$ cat src/rtl/crc_pkg.sv
`default_nettype none
// ============================================================================
// Module      : crc_pkg
// Description : Shared constants and state encoding for the serial CRC-16
//               link frame (receive checker and transmit generator).
// Revision    : 1.0 - initial release
// ============================================================================
package crc_pkg;

  // CRC-16/XMODEM generator (x^16 implicit) and preset value
  localparam logic [15:0] CRC16_POLY = 16'h1021;
  localparam logic [15:0] CRC16_INIT = 16'h0000;

  // Default frame layout: payload first, CRC last
  localparam int DEF_DATA_BITS = 32;
  localparam int DEF_CRC_BITS  = 16;
  localparam int FRAME_BITS    = DEF_DATA_BITS + DEF_CRC_BITS;

  // Frame receive state, explicit 1-bit encoding
  typedef enum logic [0:0] {
    IDLE = 1'b0,
    RECV = 1'b1
  } state_t;

endpackage : crc_pkg
`default_nettype wire

$ cat src/rtl/crc16_serial_step.sv
`default_nettype none
// ============================================================================
// Module      : crc16_serial_step
// Description : Combinational single-bit MSB-first LFSR update. Shared
//               between the transmit CRC generator and the receive checker.
// Revision    : 1.0 - initial release
// ============================================================================
module crc16_serial_step
  import crc_pkg::*;
#(
  parameter int CRC_BITS = DEF_CRC_BITS
) (
  input  logic [CRC_BITS-1:0] crc_in,
  input  logic                data_bit,
  input  logic [CRC_BITS-1:0] poly,
  output logic [CRC_BITS-1:0] crc_out
);

  logic w_feedback;

  // Feedback is the outgoing MSB combined with the incoming bit; when set,
  // the shifted register is reduced by the generator polynomial.
  always_comb begin
    w_feedback = crc_in[CRC_BITS-1] ^ data_bit;
    crc_out    = {crc_in[CRC_BITS-2:0], 1'b0} ^ (w_feedback ? poly : '0);
  end

endmodule : crc16_serial_step
`default_nettype wire

$ cat src/rtl/crc_frame_check.sv
`default_nettype none
// ============================================================================
// Module      : crc_frame_check
// Description : Receive-side CRC checker for the serial link frame. Accepts
//               one qualified bit per clock, divides the whole frame by the
//               CRC polynomial, reports the payload with a pass/fail flag and
//               keeps a saturating count of failed frames.
// Revision    : 1.0 - initial release
// ============================================================================
module crc_frame_check
  import crc_pkg::*;
#(
  parameter int                DATA_BITS = DEF_DATA_BITS,
  parameter int                CRC_BITS  = DEF_CRC_BITS,
  parameter logic [CRC_BITS-1:0] POLY    = CRC16_POLY,
  parameter logic [CRC_BITS-1:0] INIT    = CRC16_INIT
) (
  input  logic                 clk,
  input  logic                 rst_n,
  input  logic                 start,
  input  logic                 in_valid,
  input  logic                 in_bit,
  output logic                 busy,
  output logic                 frame_done,
  output logic                 crc_ok,
  output logic [DATA_BITS-1:0] data_out,
  output logic [15:0]          err_cnt
);

  localparam int TOTAL_BITS = DATA_BITS + CRC_BITS;
  localparam int CNT_W      = $clog2(TOTAL_BITS + 1);

  localparam logic [CNT_W-1:0] c_data_bits = CNT_W'(DATA_BITS);
  localparam logic [CNT_W-1:0] c_last_bit  = CNT_W'(TOTAL_BITS - 1);
  localparam logic [CNT_W-1:0] c_cnt_one   = CNT_W'(1);
  localparam logic [15:0]      c_err_max   = 16'hFFFF;

  state_t                r_state;
  state_t                w_state_next;
  logic [CRC_BITS-1:0]   r_crc;
  logic [CNT_W-1:0]      r_bit_cnt;
  logic [DATA_BITS-1:0]  r_payload;
  logic                  r_frame_done;
  logic                  r_crc_ok;
  logic [DATA_BITS-1:0]  r_data_out;
  logic [15:0]           r_err_cnt;

  logic                  w_accept;
  logic                  w_last;
  logic [CRC_BITS-1:0]   w_crc_base;
  logic [CRC_BITS-1:0]   w_crc_next;
  logic [CNT_W-1:0]      w_cnt_base;
  logic                  w_crc_zero;

  // A start restarts the division from the preset value, so a bit arriving
  // with start is processed against INIT rather than the stale register.
  always_comb begin
    w_crc_base = start ? INIT : r_crc;
    w_cnt_base = start ? '0 : r_bit_cnt;
    w_accept   = in_valid && (start || (r_state == RECV));
    // Completion never fires on a start cycle: a new frame always wins.
    w_last     = w_accept && !start && (r_state == RECV) && (r_bit_cnt == c_last_bit);
    w_crc_zero = (w_crc_next == '0);
  end

  crc16_serial_step #(
    .CRC_BITS (CRC_BITS)
  ) u_step (
    .crc_in   (w_crc_base),
    .data_bit (in_bit),
    .poly     (POLY),
    .crc_out  (w_crc_next)
  );

  // State register
  always_ff @(posedge clk or negedge rst_n) begin
    if (!rst_n) begin
      r_state <= IDLE;
    end else begin
      r_state <= w_state_next;
    end
  end

  // Next-state logic: start always (re)enters RECV, final bit returns to IDLE
  always_comb begin
    w_state_next = r_state;
    case (r_state)
      IDLE: begin
        if (start) begin
          w_state_next = RECV;
        end
      end
      RECV: begin
        if (start) begin
          w_state_next = RECV;
        end else if (w_last) begin
          w_state_next = IDLE;
        end
      end
      default: w_state_next = IDLE;
    endcase
  end

  // CRC register, bit counter and payload shift register
  always_ff @(posedge clk or negedge rst_n) begin
    if (!rst_n) begin
      r_crc     <= INIT;
      r_bit_cnt <= '0;
      r_payload <= '0;
    end else begin
      if (w_accept) begin
        r_crc     <= w_crc_next;
        r_bit_cnt <= w_cnt_base + c_cnt_one;
        if (w_cnt_base < c_data_bits) begin
          r_payload <= {r_payload[DATA_BITS-2:0], in_bit};
        end
      end else if (start) begin
        r_crc     <= INIT;
        r_bit_cnt <= '0;
      end
    end
  end

  // Frame result capture and saturating failed-frame counter
  always_ff @(posedge clk or negedge rst_n) begin
    if (!rst_n) begin
      r_frame_done <= 1'b0;
      r_crc_ok     <= 1'b0;
      r_data_out   <= '0;
      r_err_cnt    <= '0;
    end else begin
      r_frame_done <= w_last;
      if (w_last) begin
        r_crc_ok   <= w_crc_zero;
        r_data_out <= r_payload;
        if (!w_crc_zero && (r_err_cnt != c_err_max)) begin
          r_err_cnt <= r_err_cnt + 16'd1;
        end
      end
    end
  end

  assign busy       = (r_state == RECV);
  assign frame_done = r_frame_done;
  assign crc_ok     = r_crc_ok;
  assign data_out   = r_data_out;
  assign err_cnt    = r_err_cnt;

endmodule : crc_frame_check
`default_nettype wire
$ cat config.mk
export PLATFORM = sky130hd
export DESIGN_NAME = crc_frame_check
export DESIGN_NICKNAME = d
export VERILOG_FILES = /design/src/rtl/crc_pkg.sv /design/src/rtl/crc16_serial_step.sv /design/src/rtl/crc_frame_check.sv
export SDC_FILE = /design/constraint.sdc
export NUM_CORES = 1
export LEC_CHECK = 0
export ABC_AREA = 1
export CORE_ASPECT_RATIO = 0.75
export CORE_MARGIN = 2
export CORE_UTILIZATION = 55
export CTS_CLUSTER_DIAMETER = 80
export CTS_CLUSTER_SIZE = 40
export DETAILED_ROUTE_END_ITERATION = 10
export PLACE_DENSITY = 0.79
export SLEW_MARGIN = 20
export SYNTH_ARGS = -nofsm -noshare
export SYNTH_HDL_FRONTEND = slang
export SYNTH_SLANG_ARGS = --single-unit
$ cat constraint.sdc
create_clock -name clk -period 2.7 [get_ports clk]
set_input_delay 0.54 -clock clk [delete_from_list [all_inputs] [get_ports clk]]
set_output_delay 0.54 -clock clk [all_outputs]
set_load 0.03 [all_outputs]
==> results.py <==
metrics = {
    "grt": {
        "antenna_found_initial": 0,
        "track_usage": 0.219,
        "grt_max_degree": 65,
        "grt_remaining_overflow": 0,
        "grt_pass1_vias": 3554,
        "grt_pass1_wl_um": 16100,
    },
    "sta": {
        "rsz0062_at_grt": "no",
        "max_freq_mhz": 472,
        "timing.final.max_slew_violations": 0,
        "worst_pin_slew_ns": 0.656,
        "min_period_ns": 2.12,
        "skew_ns": 0.0116,
        "relSlewSlack": 0.563,
        "finalSetupViolations": 0,
        "layout_worst_path_cycle_share": 0.784,
        "hold_violations": 0,
        "fin_tns_setup_ns": 0,
    },
    "synth": {
        "ys_async_sr_fraction": 1.00,
        "yosysMostFrequentCell": "nand2_1",
        "yosys_warnings": 0,
        "netlist_instances": 550,
        "synth-seq-cells": 105,
        "postSynthAreaPerCell_um2": 8.44,
        "synth_top_area_frac": 0.566,
        "syn_nets": 557,
        "synth_edf_count": 0,
        "synth_flop_cell": "dfrtp_1",
        "yosys.area.top_type": "dfrtp_1",
        "synth_area_mm2": 0.00464,
        "ys_top_cells_by_area": "dfrtp_1, nand2_1, o21ai_0",
        "ys_types": 27,
        "ys_seq_area_frac": 0.566,
        "ys_top_cells_by_count": "nand2_1, dfrtp_1, o21ai_0",
    },
    "clocking": {
        "cts.clk_slew.worst_paths_ns": 0.10,
        "h-tree-depth": 3,
        "cts_made_buffers": 9,
        "cts_resized": 0,
        "cts-hold-fix-buffers": 0,
        "cts_tree": "built",
        "clk_path_buf_depth": 2,
        "cts_setup_buffers": 0,
        "insertion_delay_ns": 0.36,
        "cts-root-buf": "clkbuf_8",
        "clock_sinks": 105,
    },
    "worst_setup_path": {
        "crit_path_max_fanout": 24,
        "max_stage_delay_ns": 0.53,
        "worstPathCellList": "clkdlybuf4s50_1 > inv_4 > nand2_1 > nor2_2 > nand3_2 > nor3_1 > nand3_1 > nand2_1 > nand2_1",
        "reg2reg_slack_ns": 0.60,
        "critPathTopFamily": "simple AND/OR/NAND/NOR gates",
        "cp_common_cell": "nand2_1",
        "arrival_ns": 2.37,
        "end_kind": "flip-flop",
        "cp-start-kind": "input pin",
        "cp_slowest_cell": "clkdlybuf4s50_1",
        "crit_type": "in -> reg",
        "cp_data_required_time_ns": 2.95,
        "cp_num_buf_inv": 2,
    },
    "route": {
        "avgViaCountPerCell": 5.21,
        "vias": 3701,
        "wl_per_cell_um": 13.0,
        "drt_iter0_markers": 231,
        "wl_um": 9220,
        "first_pass_iters": 5,
        "postRouteAntennaNets": 0,
        "drc_errors": 0,
    },
    "cells_and_area": {
        "layout.nets": 609,
        "fill_cells": 637,
        "seq_area_mm2": 0.00263,
        "multi_input_area_mm2": 0.00164,
        "syn2layout_area_growth_pct": 18.8,
        "diodes": 0,
        "drive_above_1_share": 0.0644,
    },
    "worst_hold_path": {
        "hp-class": "in -> async",
    },
    "placement": {
        "post-dp-hpwl_um": 6330,
        "routabilityCongestion": 0.832,
        "portBuffers": 55,
    },
    "die": {
        "fp-row-count": 28,
        "initial_core_util": 0.579,
        "die-area_mm2": 0.00920,
        "coreArea_mm2": 0.00802,
        "die_y_um": 83.6,
        "boundaryPins": 56,
        "die_w_um": 110,
    },
    "power": {
        "p_total_w": 0.00286,
        "worst_ir_drop_vdd_uv": 430,
        "power_density_mw_per_mm2": 519,
        "p_leak_nw": 2.54,
    },
    "flow_run": {
        "cap_viol_max_count": 0,
    },
    "status": {
        "outcome": "complete, no violations",
    },
}
## registers in the layout (all words and copies together) (netlist names)
register / flops
busy: 1
crc_ok: 1
data_out: 32
err_cnt: 16
frame_done: 1
r_bit_cnt: 6
r_crc: 16
r_payload: 32
## layout make-up
type / instances / area share
clock buffers: 10 / 0.0232
clock inverters: 5 / 0.0113
inverters: 67 / 0.0461
multi-input cells: 354 / 0.297
flip-flops and latches: 105 / 0.477
well taps: 105 / 0.0238
repair buffers: 65 / 0.122
## cells in the final DEF, fill, tap and decap left out, drive strengths merged, types with 2 or more instances in the layout
cell type	count
buf	11
clkbuf	10
clkdlybuf4s50	54
clkinvlp	2
dfrtp	105
ha	2
inv	69
nand2	178
nand3	18
nand4	19
nor2	32
nor3	6
o21ai	86
xnor2	3
xor2	5
## cells by family after synthesis
group / share of synthesized area
AO/OA/AOI/OAI: 0.0984
XOR/XNOR: 0.0151
flip-flops: 0.566
buffers and inverters: 0.0830
AND/OR/NAND/NOR: 0.232
adder cells (fa/ha/maj): 0.00539
## where the power goes
group	switching, W	internal [W]
clock	0.000508	0.000431
combinational	0.000146	0.0000684
sequential	0.0000479	0.00166
## per-layer routing
layer	GRT usage	wire, µm	vias to the layer above
li1	-	-	1843
met2	0.343	4370	113
met5	0	0	-
met4	0.0610	70	0
met3	0.0507	553	8
met1	0.305	4220	1737
## per-stage QoR
step	instances	setup slack, ns	utilization	hold slack (ns)	instance area [µm²]
after floorplan	550	0.919	-	0.244	4640
final	711	0.583	0.687	0.210	5510
after global placement	696	0.338	0.663	0.458	5320
after global routing	711	0.457	0.687	0.243	5510
after CTS	711	0.594	0.687	0.217	5510
after detailed placement	696	0.241	0.663	0.468	5320
## worst paths after layout
path,startpoint,end,depth (start not counted)
max,start,err_cnt[9],9
min,rst_n,r_payload[7],1
max reg2reg,err_cnt[0],err_cnt[3],7
min reg2reg,r_payload[31],data_out[31],2
max in group asynchronous,rst_n,crc_ok,2
min in group clk,r_payload[31],data_out[31],2
## worst reg2reg max path, stage by stage (launching register included)
cell	delay (ns)
dfrtp_1	0.42
ha_1	0.20
nand2_1	0.09
nor3_1	0.36
nand3_1	0.40
buf_4	0.32
nand4_1	0.12
nand2_1	0.08
Note: power is estimated with default switching activity, not from simulation.
